$ cat src/rtl/cpu_controller_pkg.sv
// Shared definitions for the accumulator CPU: opcodes, sequencer phases,
// the control-strobe bundle and the ALU-operation decode.
package cpu_pkg;

   localparam logic [2:0] OP_HLT = 3'b000;
   localparam logic [2:0] OP_SKZ = 3'b001;
   localparam logic [2:0] OP_ADD = 3'b010;
   localparam logic [2:0] OP_AND = 3'b011;
   localparam logic [2:0] OP_XOR = 3'b100;
   localparam logic [2:0] OP_LDA = 3'b101;
   localparam logic [2:0] OP_STO = 3'b110;
   localparam logic [2:0] OP_JMP = 3'b111;

   typedef enum logic [2:0] {
      INST_ADDR  = 3'd0,
      INST_FETCH = 3'd1,
      INST_LOAD  = 3'd2,
      IDLE       = 3'd3,
      OP_ADDR    = 3'd4,
      OP_FETCH   = 3'd5,
      ALU_OP     = 3'd6,
      STORE      = 3'd7
   } phase_e;

   typedef struct packed {
      logic sel;
      logic rd;
      logic ld_ir;
      logic inc_pc;
      logic ld_pc;
      logic ld_ac;
      logic wr;
      logic data_e;
      logic halt;
   } strobe_t;

   // Opcodes whose result is loaded into the accumulator from the ALU.
   function automatic logic is_aluop(input logic [2:0] op);
      return (op == OP_ADD) || (op == OP_AND) || (op == OP_XOR) || (op == OP_LDA);
   endfunction

endpackage

$ cat src/rtl/cpu_controller_if.sv
// Controller-to-datapath bundle: sequencing inputs, control strobes and debug phase.
interface cpu_controller_if;

   logic       en;
   logic [2:0] opcode;
   logic       zero;
   logic       sel;
   logic       rd;
   logic       ld_ir;
   logic       inc_pc;
   logic       ld_pc;
   logic       ld_ac;
   logic       wr;
   logic       data_e;
   logic       halt;
   logic [2:0] phase;

   modport master (
      input  en, opcode, zero,
      output sel, rd, ld_ir, inc_pc, ld_pc, ld_ac, wr, data_e, halt, phase
   );

   modport slave (
      output en, opcode, zero,
      input  sel, rd, ld_ir, inc_pc, ld_pc, ld_ac, wr, data_e, halt, phase
   );

endinterface

$ cat src/rtl/cpu_controller_phase_counter.sv
// Three-bit wrapping phase counter; advances when enabled and not held.
module cpu_phase_counter (
   input  logic       clk,
   input  logic       rst_n,
   input  logic       i_en,
   input  logic       i_hold,
   output logic [2:0] o_count
);

   logic [2:0] r_count;

   always_ff @(posedge clk or negedge rst_n) begin
      if (!rst_n) begin
         r_count <= 3'd0;
      end else if (i_en && !i_hold) begin
         r_count <= r_count + 3'd1;
      end
   end

   assign o_count = r_count;

endmodule

$ cat src/rtl/cpu_controller.sv
// Eight-phase instruction sequencer: steps the phase counter and decodes
// phase, opcode and the accumulator-zero flag into datapath control strobes.
module cpu_controller
   import cpu_pkg::*;
#(
   parameter bit HALT_STICKY = 1'b1
) (
   input  logic              clk,
   input  logic              rst_n,
   cpu_controller_if.master  bus
);

   logic [2:0] w_count;
   phase_e     w_phase;
   logic       r_halted;
   logic       w_halted_nxt;
   logic       w_halt_entry;
   logic       w_hold;
   logic       w_aluop;
   strobe_t    w_strb;

   cpu_phase_counter u_phase_counter (
      .clk     (clk),
      .rst_n   (rst_n),
      .i_en    (bus.en),
      .i_hold  (w_hold),
      .o_count (w_count)
   );

   assign w_phase = phase_e'(w_count);
   assign w_aluop = is_aluop(bus.opcode);

   always_ff @(posedge clk or negedge rst_n) begin
      if (!rst_n) begin
         r_halted <= 1'b0;
      end else begin
         r_halted <= w_halted_nxt;
      end
   end

   // Halt entry also freezes the counter on the same edge, so the phase stays at OP_ADDR.
   always_comb begin
      w_halt_entry = 1'b0;
      if ((HALT_STICKY != 1'b0) && !r_halted && (w_phase == OP_ADDR) &&
          (bus.opcode == OP_HLT) && bus.en) begin
         w_halt_entry = 1'b1;
      end
      w_halted_nxt = r_halted | w_halt_entry;
   end

   assign w_hold = r_halted | w_halt_entry;

   always_comb begin
      w_strb = '0;
      case (w_phase)
         INST_ADDR: begin
            w_strb.sel = 1'b1;
         end
         INST_FETCH: begin
            w_strb.sel = 1'b1;
            w_strb.rd  = 1'b1;
         end
         INST_LOAD, IDLE: begin
            w_strb.sel   = 1'b1;
            w_strb.rd    = 1'b1;
            w_strb.ld_ir = 1'b1;
         end
         OP_ADDR: begin
            w_strb.inc_pc = 1'b1;
            w_strb.halt   = (bus.opcode == OP_HLT);
         end
         OP_FETCH: begin
            w_strb.rd = w_aluop;
         end
         ALU_OP: begin
            w_strb.rd     = w_aluop;
            w_strb.inc_pc = (bus.opcode == OP_SKZ) && bus.zero;
            w_strb.ld_pc  = (bus.opcode == OP_JMP);
            w_strb.data_e = (bus.opcode == OP_STO);
         end
         STORE: begin
            w_strb.rd     = w_aluop;
            w_strb.ld_ac  = w_aluop;
            w_strb.inc_pc = (bus.opcode == OP_JMP);
            w_strb.ld_pc  = (bus.opcode == OP_JMP);
            w_strb.wr     = (bus.opcode == OP_STO);
            w_strb.data_e = (bus.opcode == OP_STO);
         end
         default: begin
            w_strb = '0;
         end
      endcase
      // A halted CPU shows only the halt indication.
      if (r_halted) begin
         w_strb      = '0;
         w_strb.halt = 1'b1;
      end
   end

   assign bus.sel    = w_strb.sel;
   assign bus.rd     = w_strb.rd;
   assign bus.ld_ir  = w_strb.ld_ir;
   assign bus.inc_pc = w_strb.inc_pc;
   assign bus.ld_pc  = w_strb.ld_pc;
   assign bus.ld_ac  = w_strb.ld_ac;
   assign bus.wr     = w_strb.wr;
   assign bus.data_e = w_strb.data_e;
   assign bus.halt   = w_strb.halt;
   assign bus.phase  = w_count;

endmodule
$ cat src/flat_wrapper.sv
// flat-port wrapper written by rule: the top's interface ports become plain ports
module cpu_controller_flat import cpu_pkg::*;
#(
   parameter bit HALT_STICKY = 1'b1
)
  (clk, rst_n, bus_en, bus_opcode, bus_zero, bus_sel, bus_rd, bus_ld_ir, bus_inc_pc, bus_ld_pc, bus_ld_ac, bus_wr, bus_data_e, bus_halt, bus_phase);
  cpu_controller_if bus_i ();
  input  logic clk;
  input  logic rst_n;
  input wire logic [$bits(bus_i.en)-1:0] bus_en;
  input wire logic [$bits(bus_i.opcode)-1:0] bus_opcode;
  input wire logic [$bits(bus_i.zero)-1:0] bus_zero;
  output wire logic [$bits(bus_i.sel)-1:0] bus_sel;
  output wire logic [$bits(bus_i.rd)-1:0] bus_rd;
  output wire logic [$bits(bus_i.ld_ir)-1:0] bus_ld_ir;
  output wire logic [$bits(bus_i.inc_pc)-1:0] bus_inc_pc;
  output wire logic [$bits(bus_i.ld_pc)-1:0] bus_ld_pc;
  output wire logic [$bits(bus_i.ld_ac)-1:0] bus_ld_ac;
  output wire logic [$bits(bus_i.wr)-1:0] bus_wr;
  output wire logic [$bits(bus_i.data_e)-1:0] bus_data_e;
  output wire logic [$bits(bus_i.halt)-1:0] bus_halt;
  output wire logic [$bits(bus_i.phase)-1:0] bus_phase;
  assign bus_i.en = bus_en;
  assign bus_i.opcode = bus_opcode;
  assign bus_i.zero = bus_zero;
  assign bus_sel = bus_i.sel;
  assign bus_rd = bus_i.rd;
  assign bus_ld_ir = bus_i.ld_ir;
  assign bus_inc_pc = bus_i.inc_pc;
  assign bus_ld_pc = bus_i.ld_pc;
  assign bus_ld_ac = bus_i.ld_ac;
  assign bus_wr = bus_i.wr;
  assign bus_data_e = bus_i.data_e;
  assign bus_halt = bus_i.halt;
  assign bus_phase = bus_i.phase;
  cpu_controller #(.HALT_STICKY(HALT_STICKY)) u_core (.clk(clk), .rst_n(rst_n), .bus(bus_i));
endmodule
$ cat config.mk
export PLATFORM = sky130hd
export DESIGN_NAME = cpu_controller_flat
export DESIGN_NICKNAME = d
export VERILOG_FILES = /design/src/rtl/cpu_controller_pkg.sv /design/src/rtl/cpu_controller_if.sv /design/src/rtl/cpu_controller_phase_counter.sv /design/src/rtl/cpu_controller.sv /design/src/flat_wrapper.sv
export SDC_FILE = /design/constraint.sdc
export NUM_CORES = 1
export LEC_CHECK = 0
export ABC_CLOCK_PERIOD_IN_PS = 1400
export CORE_AREA = 2 2 39 41
export DETAILED_ROUTE_END_ITERATION = 7
export DIE_AREA = 0 0 41 43
export PLACE_DENSITY = 0.66
export SYNTH_ARGS = -nofsm -noshare
export SYNTH_HDL_FRONTEND = slang
export SYNTH_SLANG_ARGS = --single-unit
export TNS_END_PERCENT = 20
$ cat constraint.sdc
create_clock -name clk -period 1.4 [get_ports clk]
set_input_delay 0.21 -clock clk [delete_from_list [all_inputs] [get_ports clk]]
set_output_delay 0.21 -clock clk [all_outputs]
set_load 0.05 [all_outputs]
**Yosys cells after proc, flatten, opt, wreduce, memory -nomap -nowiden**

Cells that the tools add are included.

- Logic and storage cells: 45
- Memories: 0
- Bits in read-only memories: 0
- Register bits: 4
- Latch bits: 0
- Bits in writable memories: 0

- Reductions and logical operators: 17
- Order comparisons: 0
- Multiply operators: 0
- Add/subtract/negate cells: 1
- Bitwise operators: 1
- Muxes and demuxes: 10
- Shift operators: 0
- Div/mod/pow operators: 0
- Equal/unequal tests: 14

Operator list:

| kind | number |
|---|---|
| $eq A3 B3 Y1 const B | 8 |
| $eq A3 B2 Y1 const B | 4 |
| $mux W9 | 1 |
| $eq A3 B1 Y1 const B | 2 |
| $logic_not A3 Y1 | 2 |
| $mux W1 | 6 |
| $reduce_or A3 Y1 | 2 |
| $logic_and A1 B1 Y1 | 5 |
| $reduce_or A2 Y1 | 2 |
| $reduce_or A4 Y1 | 1 |
| $add A3 B1 Y3 const B | 1 |
| $logic_or A1 B1 Y1 | 3 |
| $pmux W1 S3 | 1 |
| $logic_not A1 Y1 | 2 |
| $mux W2 | 1 |
| $pmux W1 S2 | 1 |
| $or A1 B1 Y1 | 1 |

**Depth between registers and ports, before layout**

- Depth after elaboration: 8
- Gate-level depth with buffers: 5

**By module**

Synthesis repeated with hierarchy kept, for this count alone.

- Cells, all modules: 32
- Area total of the unflattened synthesis: 299.0 um^2

By module, submodules not included:

| module | area each (um^2) | cells an instance | instances |
|---|---|---|---|
| cpu_controller | 157.7 | 23 | 1 |
| cpu_phase_counter | 141.4 | 9 | 1 |

**Least setup slack after synthesis**

Ideal clock, no wire load.

- Path type: reg2out
- From: register u_core.u_phase_counter.r_count[0], in the netlist u_core.u_phase_counter.o_count[0]
- To: output bus_data_e
- Stages on the path, launching flop included: 5
- Setup slack: -1475 ps
- Arrival time: 2665 ps
- Data required time: 1190 ps
- Path through: dfrtp_1 > ha_1 > ha_1 > a21oi_1 > nor4_1

- Cells in the longest elaborated chain, start to end: 4
- Elaborated cells on any way between the ends: 5

Ends and longest elaborated chain:

| item | line | text |
|---|---|---|
| start: declaration | cpu_controller_phase_counter.sv:10 | `logic [2:0] r_count;` |
| start signal: assignment | cpu_controller_phase_counter.sv:16 | `r_count <= r_count + 3'd1;` |
| $eq A3 B3 Y1 | cpu_controller.sv:55 | `case (w_phase)` |
| $reduce_or A2 Y1 (no source line) (*) | n/a |  |
| $mux W1 (*) | n/a |  |
| $mux W9 (*) | cpu_controller.sv:94 | `if (r_halted) begin` |
| end: declaration | flat_wrapper.sv:20 | `output wire logic [$bits(bus_i.data_e)-1:0] bus_data_e;` |

Every way passes the cells marked *; elsewhere a longest branch is shown, timed or not.

**Worst setup path after layout**

- From: register u_core.u_phase_counter.r_count[0], in the netlist u_core.u_phase_counter.o_count[0]
- To: output bus_rd

- Cells in the longest elaborated chain, start to end: 4
- Elaborated cells on any way between the ends: 10

Ends and longest elaborated chain:

| item | line | text |
|---|---|---|
| $eq A3 B3 Y1 (tied with other cells) | cpu_controller.sv:55 |  |
| $reduce_or A3 Y1 (no source line) | n/a |  |
| $pmux W1 S2 (*) | cpu_controller.sv:55 |  |
| $mux W9 (*) | cpu_controller.sv:94 |  |
| end: declaration | flat_wrapper.sv:14 | `output wire logic [$bits(bus_i.rd)-1:0] bus_rd;` |

Marks and branches as above.

==> reports/metrics.yaml <==
placed_design:
  dpl_cell_area_mm2: 0.00102
  hpwl_um: 1080
  io_buffers: 18
  dp_slack_ns: -0.414
  gp_congestion: 0.636
routing:
  drc: 0
  wl_met2_um: 758
  drtIter0Drc: 2
  dr.max_layer_used: "met3"
  wire_per_inst_um: 12.5
  wirelength_um: 1330
  ant_nets: 0
  met1_length_um: 540
  vias: 509
  viasPerCell: 4.80
  route.met3.wl_um: 28
  drt_first_pass_iters: 2
timing:
  slew_violations: 0
  rsz0062_at_grt: "yes"
  fin_tns_setup_ns: -3.38
  max_slew_margin_pct: 80.3
  tightest_slew_ns: 0.295
  period_needed_ns: 1.83
  setup_viol: 12
  hold_viol_final: 0
  clock.fmax_ghz: 0.548
  min_period_over_period_pct: 130
  fin_skew_ns: 0.00946
  setup_ws_ns: -0.426
power:
  ir_drop_mv: 1.70
  power_density_mw_per_mm2: 2710
  leakage_nw: 0.471
  finalPower_mw: 3.03
status:
  violations: "setup timing"
  status: "finished, violations left"
die:
  ios: 19
  core_area_mm2: 0.00138
  die_w_um: 41
  dieArea_mm2: 0.00176
  start_util_pct: 30.4
  rows: 14
  die_h_um: 43
clock_tree:
  cts_buffers: 3
  clk_latency_ns: 0.23
  cts_buffer_depth: 2
  cts_tree: "done"
  cts_root_buf: "clkbuf_4"
  holdBufCountCts: 0
  h-tree-depth: 1
  clkTransAtPathRegs_ns: 0.04
  cts_num_sinks: 4
yosys:
  ys_seq_area_share_pct: 23.8
  synth_top_family_by_area: "simple AND/OR/NAND/NOR gates"
  ys_ff_latch: 4
  synth-simple-area-share_pct: 25.3
  syn_avg_cell_area_um2: 8.94
  muxShareOfSynthArea_pct: 3.57
  syn_inst: 47
  synth_fa_ha_area_share_pct: 20.8
  ys.flop_type: "dfrtp_1"
  yosys.area_share.xor_xnor_pct: 4.17
  synth_compound_area_share_pct: 17.9
  ys_warn_count: 0
  syn-num-nets: 61
  ys_types: 23
  async_reset_ff_share_pct: 100
  syn-cell-area_um2: 420
  synth_edf_count: 0
hold_path:
  hold_class: "primary input to async pin"
worst_setup_path:
  required_ns: 1.19
  cp_common_cell: "ha_4"
  worst-path-max-fanout: 4
  critPathKind: "flop to output pin"
  cp-start-kind: "flop"
  cp.buffers_inverters: 2
  cp_slowest_cell: "dfrtp_2"
  crit_chain: "buf_6 -> ha_4 -> ha_4 -> a21oi_4 -> o32ai_4 -> buf_12"
  endpoint_kind: "output pin"
  cpLargestDelayFamily: "flip-flops"
  cp_slowest_stage_delay_ns: 0.45
  critical_path_arrival_ns: 1.62
global_routing:
  grt_pass1_wl_um: 2330
  grt_max_degree: 6
  grt_overflow: 0
  antenna_found_initial: 0
  grt_pass1_vias: 548
  grt_util_all_layers_pct: 19.7
final_layout:
  area_delta_synth_final_pct: 166
  finalInstanceArea_mm2: 0.00112
  num_antenna_cells: 0
  drive_gt1_share_pct: 77.8
  layout_commonest_cell: "buf_4"
  layout.nets: 105
  fillerInstances: 88
  final_cell_mix: "buf_4 (20), buf_12 (10), ha_4 (4), clkdlybuf4s50_1 (4), buf_6 (4)"
  finish.utilization_pct: 80.8
job:
  max_cap_violations: 0
-- layer usage --
metal  global-route usage, %  up-vias
met5                       0        -
met4                    6.00        0
met3                    4.71        0
met2                    33.1       11
met1                    23.4      237
li1                        -      261
-- state kept, by name (all words and copies together), names as in the netlist --
| register | flops |
|---|---|
| u_core.r_halted | 1 |
| u_core.u_phase_counter.o_count | 3 |
-- cell families after synthesis --
group,count (synthesis)
buffers and inverters,5
xor gates and xnor gates,2
and+or+nand+nor,18
muxes,1
DFF,4
adders and majority gates,7
AOI/OAI and AO/OA,10
-- where the power goes --
group / switching (mW) / internal, mW / leakage (nW)
clock: 0.0448 / 0.107 / 0.0150
combinational: 1.30 / 1.29 / 0.410
sequential: 0.100 / 0.184 / 0.0453
-- cell usage after synthesis (all sizes together), types with 2 or more instances --
library cell | number | area share [%]
nand2b | 2 | 3.6
a21oi | 5 | 6.0
ha | 7 | 21
dfrtp | 4 | 24
nor4 | 2 | 3.0
nand4 | 2 | 3.0
or2 | 2 | 3.0
xnor2 | 2 | 4.2
nand2 | 3 | 2.7
inv | 4 | 3.6
nor2 | 3 | 2.7
-- final cells by class --
cell class | count | area (µm²) | area share [%]
clock buffer | 4 | 26.3 | 2.35
inverter | 4 | 17.5 | 1.57
multi-input combinational | 38 | 498 | 44.5
sequential | 4 | 104 | 9.28
tap | 16 | 20.0 | 1.79
timing repair buffer | 40 | 453 | 40.5
-- per-stage QoR --
| step | hold WS, ns | cells |
|---|---|---|
| finish | 0.172 | 106 |
| global route | 0.180 | 106 |
| CTS | 0.169 | 106 |
| detailed placement | 0.422 | 101 |
| global placement | 0.422 | 101 |
| floorplan | -0.0856 | 47 |
-- what timing repair did --
action / CTS / global route
resized for setup: 16 / 1
setup buffers: 1 / 0
pin swaps: 7 / 0
setup endpoints to repair: 12 / 12
-- final timing paths --
path                                              startpoint  slack [ns]  cells past startpoint                                end
max in group asynchronous                              rst_n        1.04                      1  u_core.u_phase_counter.o_count[2]
min reg2reg                                  u_core.r_halted        0.55                      1                    u_core.r_halted
min                                                    rst_n        0.17                      1  u_core.u_phase_counter.o_count[1]
min in group clk                             u_core.r_halted        0.55                      1                    u_core.r_halted
max reg2reg                u_core.u_phase_counter.o_count[0]       -0.09                      5  u_core.u_phase_counter.o_count[1]
max                        u_core.u_phase_counter.o_count[0]       -0.43                      6                             bus_rd
(Power assumes the default switching activity.)
==> patch: new RTL, same flow settings <==
`HALT_STICKY` is set to 1'b1 in 2 places; all go to 1'b0.
--- a/src/rtl/cpu_controller.sv
+++ b/src/rtl/cpu_controller.sv
@@ -5,3 +5,3 @@
 #(
-   parameter bit HALT_STICKY = 1'b1
+   parameter bit HALT_STICKY = 1'b0
 ) (
--- a/src/flat_wrapper.sv
+++ b/src/flat_wrapper.sv
@@ -3,3 +3,3 @@
 #(
-   parameter bit HALT_STICKY = 1'b1
+   parameter bit HALT_STICKY = 1'b0
 )
Function: changed (a bounded check fails within 10 cycles, from zero or initial values and one cycle with rst_n low).
==> patch against the unedited design <==
The flow still finishes with violations (negative setup slack); worst setup slack improved by 0.057 ns; critical path depth did not move; fmax rose by 3.2%; die area did not move; first-iteration DRC count rose by 100%; power fell by 21%; register-to-register slack improved by 0.40 ns; area after synthesis fell by 28%; count of clock-buffer cells in the layout did not move; sequential cell count fell by 1; routed wire length fell by 22%; final area fell by 21%; critical path type unchanged; largest cell class is now non-clock buffers.
==> patch: results (changes against the unedited design) <==
| Metric | Value |
|---|---|
| Combinational power | `2.02 mW (-22%)` |
| Clk power | `0.159 mW (+5%)` |
| Final RePlAce weighted congestion | `0.6741 (+6.0%)` |
| Seq/Total Area, Yosys | `0.2490 (+0.01087)` |
| Worst R2R Path Depth | `3 (-2)` |
| Critical Path Max Stage Delay | `0.43 ns (-0.02 ns)` |
| Final clock-cell share | `0.02983 (+0.006340)` |
| #FFs+latches synth | `3 (-1)` |
| Power Dens Cells | `2729 nW/um^2 (+0.76%)` |
| Most area-consuming cells after synthesis | `dfrtp_1, ha_1, xor2_1, a21oi_1, o21ai_0` |
| Mapped Nets | `49 (-20%)` |
| Final setup violation count | `9 (-3)` |
| Plain + repair buffers | `31 (-23%)` |
| Reg2reg setup slack | `0.31 ns (+0.40 ns)` |
| Post-Route Setup TNS | `-2.664 ns (+0.7181 ns)` |
| First-pass GRT wire length | `1.683 mm (-28%)` |
| Syn avg cell area | `8.376 um^2 (-6.4%)` |
| Share of cells above drive strength 1 | `0.6901 (-0.08764)` |
| Final non-clock buffer share | `0.4318 (+0.02690)` |
| Top delay family on crit path | `buffers and inverters` |
| Fin cells | `87 (-18%)` |
| Status | `finished, violations left` |
| Failing checks | `negative setup slack` |
| Gr usage total | `0.1477 (-0.04943)` |
| Fin worst setup slack | `-0.3690 ns (+0.05721 ns)` |
| Area of placed instances | `803.3 um^2 (-21%)` |
| Comb_multi_in | `29 (-24%)` |
| DP HPWL | `801.9 um (-26%)` |
| Nets | `85 (-19%)` |
| Worst Max-Slew Pin Slew | `0.2863 ns (-0.008269 ns)` |
-- patch: cell families (layout without fill, tap and decap cells) --
| logic type | count (synthesis) | count (layout) | synth area share |
|---|---|---|---|
| multiplexers | 1 | 1 | 0.03320 |
| adder cells (fa/ha/maj) | 6 | 6 | 0.2490 |
| AND/OR/NAND/NOR | 12 | 12 | 0.2158 |
| AO/OA/AOI/OAI | 8 | 8 | 0.1452 |
| flip-flops | 3 | 3 | 0.2490 |
| buffers and inverters | 4 | 39 | 0.04978 |
| XOR/XNOR | 2 | 2 | 0.05810 |
-- patch: timing repair --
item / CTS / global route
hold buffers: 0 / 0
setup endpoints to repair: 9 / 9
buffers inserted: 2 / 0
gates resized for setup: 8 / 0
pin swaps: 0 / 0
-- patch: per-layer routing --
layer  part of all wire  up-vias  GRT usage
li1                   -      198          -
met1               0.36      173     0.1452
met2               0.55       17     0.2469
met3              0.058        3    0.04188
met4              0.030        0     0.1000
met5                  0        -          0
